<file path="config.mk">
export PLATFORM = sky130hd
export DESIGN_NAME = imm_expander
export DESIGN_NICKNAME = d
export VERILOG_FILES = /design/src/rtl/imm_expander.sv
export SDC_FILE = /design/constraint.sdc
export NUM_CORES = 1
export LEC_CHECK = 0
export CAP_MARGIN = 30
export CELL_PAD_IN_SITES_DETAIL_PLACEMENT = 0
export CELL_PAD_IN_SITES_GLOBAL_PLACEMENT = 2
export CORE_ASPECT_RATIO = 0.6
export CORE_UTILIZATION = 30
export CTS_BUF_LIST = sky130_fd_sc_hd__clkbuf_8
export DETAILED_ROUTE_END_ITERATION = 8
export GPL_TIMING_DRIVEN = 0
export PLACE_DENSITY_LB_ADDON = 0.1
export SLEW_MARGIN = 10
export SYNTH_ARGS = -nofsm -noshare
export SYNTH_HDL_FRONTEND = slang
export SYNTH_SLANG_ARGS = --single-unit
</file>
<file path="constraint.sdc">
create_clock -name clk -period 4.5 [get_ports clk]
set_clock_uncertainty 0.15 [all_clocks]
set_input_delay 0.45 -clock clk [delete_from_list [all_inputs] [get_ports clk]]
set_output_delay 0.45 -clock clk [all_outputs]
set_load 0.05 [all_outputs]
</file>
<file path="src/rtl/imm_expander.sv">
// Expands a 32-bit load-constant request into one or two MIPS I-type words (ADDIU / ORI / LUI+ORI).
// Optional IMM_ZERO_LO_OPT_EN: drop the trailing ORI when the low half of a LUI-class constant is zero.
module imm_expander (
    input  logic        clk,
    input  logic        reset,
    input  logic        req_valid_i,
    output logic        req_ready_o,
    input  logic [4:0]  rt_i,
    input  logic [31:0] imm_i,
    output logic        instr_valid_o,
    input  logic        instr_ready_i,
    output logic [31:0] instr_o,
    output logic        instr_last_o
);
    localparam logic [5:0] OP_ADDIU = 6'h09;
    localparam logic [5:0] OP_ORI   = 6'h0D;
    localparam logic [5:0] OP_LUI   = 6'h0F;

    typedef enum logic [1:0] {IDLE, EMIT1, EMIT2} state_t;

    state_t      state_q;
    logic [31:0] instr_q;
    logic        last_q;
    logic [31:0] second_q;

    logic [31:0] first_d;
    logic [31:0] second_d;
    logic        two_d;

    // Encoding is chosen from the request inputs; it is latched only on acceptance.
    always_comb begin
        first_d  = {OP_ADDIU, 5'd0, rt_i, imm_i[15:0]};
        second_d = '0;
        two_d    = 1'b0;
        if (&imm_i[31:15] || ~|imm_i[31:15]) begin
            first_d = {OP_ADDIU, 5'd0, rt_i, imm_i[15:0]};
        end else if (~|imm_i[31:16]) begin
            first_d = {OP_ORI, 5'd0, rt_i, imm_i[15:0]};
        end else begin
            first_d  = {OP_LUI, 5'd0, rt_i, imm_i[31:16]};
            second_d = {OP_ORI, rt_i, rt_i, imm_i[15:0]};
`ifdef IMM_ZERO_LO_OPT_EN
            two_d    = |imm_i[15:0];
`else
            two_d    = 1'b1;
`endif
        end
    end

    always_ff @(posedge clk) begin
        if (reset) begin
            state_q  <= IDLE;
            instr_q  <= '0;
            last_q   <= 1'b0;
            second_q <= '0;
        end else begin
            case (state_q)
                IDLE: if (req_valid_i) begin
                    state_q  <= EMIT1;
                    instr_q  <= first_d;
                    last_q   <= ~two_d;
                    second_q <= second_d;
                end
                EMIT1: if (instr_ready_i) begin
                    if (!last_q) begin
                        state_q <= EMIT2;
                        instr_q <= second_q;
                        last_q  <= 1'b1;
                    end else begin
                        state_q <= IDLE;
                        instr_q <= '0;
                        last_q  <= 1'b0;
                    end
                end
                EMIT2: if (instr_ready_i) begin
                    state_q <= IDLE;
                    instr_q <= '0;
                    last_q  <= 1'b0;
                end
                default: begin
                    state_q <= IDLE;
                    instr_q <= '0;
                    last_q  <= 1'b0;
                end
            endcase
        end
    end

    assign req_ready_o   = (state_q == IDLE);
    assign instr_valid_o = (state_q != IDLE);
    assign instr_o       = instr_q;
    assign instr_last_o  = last_q;
endmodule

</file>
# Word level (Yosys, flattened, before mapping)
# Cells that the tools add are included.
dict set report classes {
  addsub 0
  n_mul 0
  div_mod_pow 0
  magnitude_cmp 0
  n_eq_ne 5
  n_shift 0
  muxes 21
  bitwise_logic 1
  n_reduce_logical 9
}
# op count
set ops {}
lappend ops {{two-way mux 32 bit} 4}
lappend ops {{one-hot mux 32 bit (3 select lines)} 1}
lappend ops {{two-way mux 30 bit} 2}
lappend ops {{two-way mux 29 bit} 1}
lappend ops {{two-way mux 28 bit} 1}
lappend ops {{AND reduction 17 bit} 1}
lappend ops {{OR reduction 17 bit} 1}
lappend ops {{OR reduction 16 bit} 1}
lappend ops {{two-way mux 2 bit} 4}
lappend ops {{two-way mux 1 bit} 6}
lappend ops {{inequality test 2 bit, second input constant} 3}
lappend ops {{one-hot mux 2 bit (3 select lines)} 1}
lappend ops {{one-hot mux 1 bit (3 select lines)} 1}
lappend ops {{AND reduction 3 bit} 1}
lappend ops {{== test 2 x 1 -> 1 bit, second input constant} 1}
lappend ops {{== test 2 bit, second input constant} 1}
lappend ops {{zero test 2 bit} 1}
lappend ops {{AND reduction 2 bit} 1}
lappend ops {{nonzero test 2 bit} 1}
lappend ops {{zero test 1 bit} 1}
lappend ops {{logical OR 1 bit} 1}
lappend ops {{inverter 1 bit} 1}
dict set report word_totals {
  ff_bits 67
  latch_bits 0
  ram_bits 0
  romBits 0
  in_bits 41
  output_inout_bits 35
  word_cells 40
  memories 0
}

# Depth between registers and ports, before layout
dict set report logic_depth {
  word_depth 7
  depth_mapped 7
  ltp_nobuf 4
}

# Worst setup path after synthesis
# OpenSTA, ideal clock, no wires.
dict set report synth_timing {
  kind {reg-to-output}
  startpoint {register state_q[0]}
  endpoint {output instr_valid_o}
  t_arrival_ns 1.669
  t_required_ns 3.900
  slack_ns 2.231
  path_stages_with_launch 4
  n_path_buf 1
  path_cell_list {dfxtp_1 > buf_6 > nor2_1 > inv_1}
}
dict set report synth_via {
  elab_chain_cells 1
}
# item line_no
set synth_lines {}
lappend synth_lines {{from (decl)} 21} ;# state_t state_q;
lappend synth_lines {{from (signal assigned)} 52} ;# state_q <= IDLE;
lappend synth_lines {{from (signal assigned)} 59} ;# state_q <= EMIT1;
lappend synth_lines {{from (signal assigned)} 66} ;# state_q <= EMIT2;
lappend synth_lines {{nonzero test 2 bit} 90} ;# assign instr_valid_o = (state_q != IDLE);
lappend synth_lines {{to (decl)} 10} ;# output logic instr_valid_o,
# No other way between the ends.

# Worst setup path in the final report
dict set report layout_timing {
  startpoint {register state_q[0]}
  endpoint {output req_ready_o}
}
dict set report layout_via {
  elab_chain_cells 1
}
# item line_no
set layout_lines {}
lappend layout_lines {{zero test 2 bit} 89} ;# assign req_ready_o = (state_q == IDLE);
lappend layout_lines {{to (decl)} 7} ;# output logic req_ready_o,
# No other way between the ends.

==> flow_metrics.env <==
export IMPL_async_reset_ff_share_pct=0
export IMPL_ios=76
export IMPL_tns_ns=0
export IMPL_fin_cells=440
export IMPL_layout_drive_gt1_share_pct=9.82
export IMPL_cts_tree="built"
export IMPL_start_util_pct=32.1
export IMPL_regArea_mm2=0.00108
export IMPL_nFillCells=764
export IMPL_synth_distinct_cells=40
export IMPL_yosysSeqAreaShare_pct=44.9
export IMPL_drc=0
export IMPL_finalPower_w=0.00113
export IMPL_power_density_mw_per_mm2=335
export IMPL_seqPwrFrac_pct=46.9
export IMPL_drv_slew=0
export IMPL_hpwl_um=5710
export IMPL_insertion_delay_ns=0.31
export IMPL_wl_um=7620
export IMPL_syn_inst=254
export IMPL_ys_warnings_count=0
export IMPL_cts_hold_buf=0
export IMPL_max_cap_violations=0
export IMPL_p_clk_share_pct=28.1
export IMPL_cts_setup_buffers=0
export IMPL_synthXorXnorAreaFrac_pct=0
export IMPL_n_antenna_cell=0
export IMPL_worst_pin_slew_ns=0.698
export IMPL_synthTopCellsByCount="54 x dfxtp_1, 33 x nand2_1, 23 x a22o_1"
export IMPL_synthSimpleGateAreaFrac_pct=16.3
export IMPL_hold_path_class="reg2reg"
export IMPL_placed_cells=432
export IMPL_syn_to_final_growth_pct=40.5
export IMPL_wire_per_inst_um=17.3
export IMPL_die_h_um=71.4
export IMPL_cts_repair_resized=0
export IMPL_first_global_vias=2274
export IMPL_port_buffers=73
export IMPL_multiInputGateArea_mm2=0.00113
export IMPL_numCtsBuffers=5
export IMPL_synth_compound_area_share_pct=29.3
export IMPL_combinationalPowerShare_pct=25.0
export IMPL_track_usage_pct=19.3
export IMPL_ys_flop_type="dfxtp_1"
export IMPL_vias=2245
export IMPL_num_rows=24
export IMPL_period_share_pct=57.5
export IMPL_htreeDepth=2
export IMPL_fin_crit_ns=2.59
export IMPL_synth_top_family_by_area="compound AO/OA/AOI/OAI gates"
export IMPL_p_leak_nw=1.26
export IMPL_overflow=0
export IMPL_ctsRootBufferMaster="clkbuf_8"
export IMPL_synth_area_leader_cell="dfxtp_1"
export IMPL_drt_initial_drc_count=140
export IMPL_rsz0062_at_grt="false"
export IMPL_ys_ff_latch=54
export IMPL_critPathKind="reg2out"
export IMPL_cts_clk_slew_worst_paths_ns=0.10
export IMPL_numClockSinks=54
export IMPL_endpoint_kind="output port"
export IMPL_ant_nets=0
export IMPL_final_hold_viol_count=0
export IMPL_via_per_inst=5.10
export IMPL_yosysMostFrequentCell="dfxtp_1"
export IMPL_fin_nets=376
export IMPL_synth_area_top_cells="dfxtp_1 45%, a22o_1 8.4%, o221ai_2 5.6%, a32oi_1 5.5%, nand2_1 5.1%"
export IMPL_synth_avg_cell_area_um2=9.47
export IMPL_preCtsSetupSlack_ns=1.76
export IMPL_dieArea_mm2=0.00839
export IMPL_synth_area_mm2=0.00241
export IMPL_fp_dieW_um=118
export IMPL_fp_coreArea_mm2=0.00751
export IMPL_cp_max_fo=9
export IMPL_p_int_w=0.000778
export IMPL_outcome="completed"
export IMPL_p_switching_w=0.000354
export IMPL_antenna_found_initial=0
export IMPL_setup_slack_ns=1.91
export IMPL_grt_max_degree=16
export IMPL_grt_pass1_wl_um=12500
export IMPL_slew_headroom_pct=53.3
export IMPL_cp_required_ns=3.90
export IMPL_dr_pass1_iters=4
export IMPL_fmax_ghz=0.387
export IMPL_cts_path_max_buffers=2
export IMPL_setup_viol=0
export IMPL_synthAdderAreaFrac_pct=0
export IMPL_vdd_drop_max_v=0.000130
export IMPL_synthMuxAreaShare_pct=1.30
export IMPL_synth_edf_count=0
export IMPL_arrival_ns=1.99
export IMPL_gp_congestion=0.741
export IMPL_synth_top_area_share_pct=44.9
export IMPL_p_sw_share_pct=31.3
export IMPL_critPathLaunchType="register"
==> through the flow <==
stage / area [µm²] / util [%] / hold slack [ns]
after global placement: 3270 / 43.6 / 0.286
final: 3380 / 45.0 / 0.303
after CTS: 3380 / 45.0 / 0.308
after floorplan: 2410 / - / 0.292
after detailed placement: 3270 / 43.6 / 0.295
after global routing: 3380 / 45.0 / 0.328
==> power by group through the flow <==
stage	clock (W)	sequential, W	combinational, W
final	0.000318	0.000532	0.000283
after global routing	0.000348	0.000536	0.000300
after CTS	0.000327	0.000532	0.000284
after detailed placement	0	0.000542	0.000283
after global placement	0	0.000542	0.000281
after floorplan	0	0.000600	0.000105
==> metal layers <==
metal	routed length, µm	part of all wire, %	global-route usage (%)
met4	47	0.62	4.42
met1	4160	55	29.6
met5	0	0	0
met3	452	5.9	4.78
met2	2960	39	26.4
==> sequential cells by signal (all words and copies together), names as in the netlist <==
name          count
instr_last_o      1
state_q           2
instr_o          29
second_q         22
==> cell usage in the layout, fill, tap and decap left out, drive strengths merged, types with 2 or more instances in the layout <==
cell            n
nand2          33
clkdlybuf4s50  73
nor4            4
conb            2
nand2b          7
a21oi          17
a21o            2
nor2            4
a22o           23
o221ai         15
nand4           4
a211oi          3
a32oi          15
inv            18
nand3           8
and4            2
nand3b          4
mux2i           2
clkbuf         19
buf            12
dfxtp          54
==> logic make-up (layout without fill, tap and decap cells) <==
group / count (synthesis) / after routing
compound gates: 82 / 82
simple gates: 73 / 73
buf+inv: 41 / 122
other cells: 1 / 2
flops: 54 / 54
mux: 3 / 3
==> area by class of cell <==
| cell class | count | share of cell area [%] |
|---|---|---|
| plain buffers | 23 | 3.74 |
| clock buffers | 8 | 3.26 |
| inverters | 18 | 2.00 |
| multi-input cells | 160 | 33.6 |
| flip-flops and latches | 54 | 32.0 |
| well taps | 104 | 3.85 |
| repair buffers | 73 | 21.6 |
==> worst max-delay path, stage by stage, from the launching register on <==
cell,delay (ns)
dfxtp_1,0.32
buf_6,0.13
nor2_1,0.34
clkdlybuf4s50_1,0.89
==> worst paths after layout <==
| kind | slack [ns] | end | depth (start not counted) | from |
|---|---|---|---|---|
| min reg2reg | 0.30 | instr_o[22]$_SDFFE_PP0P_ | 2 | instr_o[22]$_SDFFE_PP0P_ |
| min | 0.30 | instr_o[22]$_SDFFE_PP0P_ | 2 | instr_o[22]$_SDFFE_PP0P_ |
| max | 1.91 | req_ready_o | 3 | state_q[0]$_SDFFE_PP0P_ |
| max reg2reg | 2.43 | instr_o[6]$_SDFFE_PP0P_ | 5 | instr_last_o$_SDFFE_PP0P_ |
No activity file was read; power rests on OpenSTA's default activity.
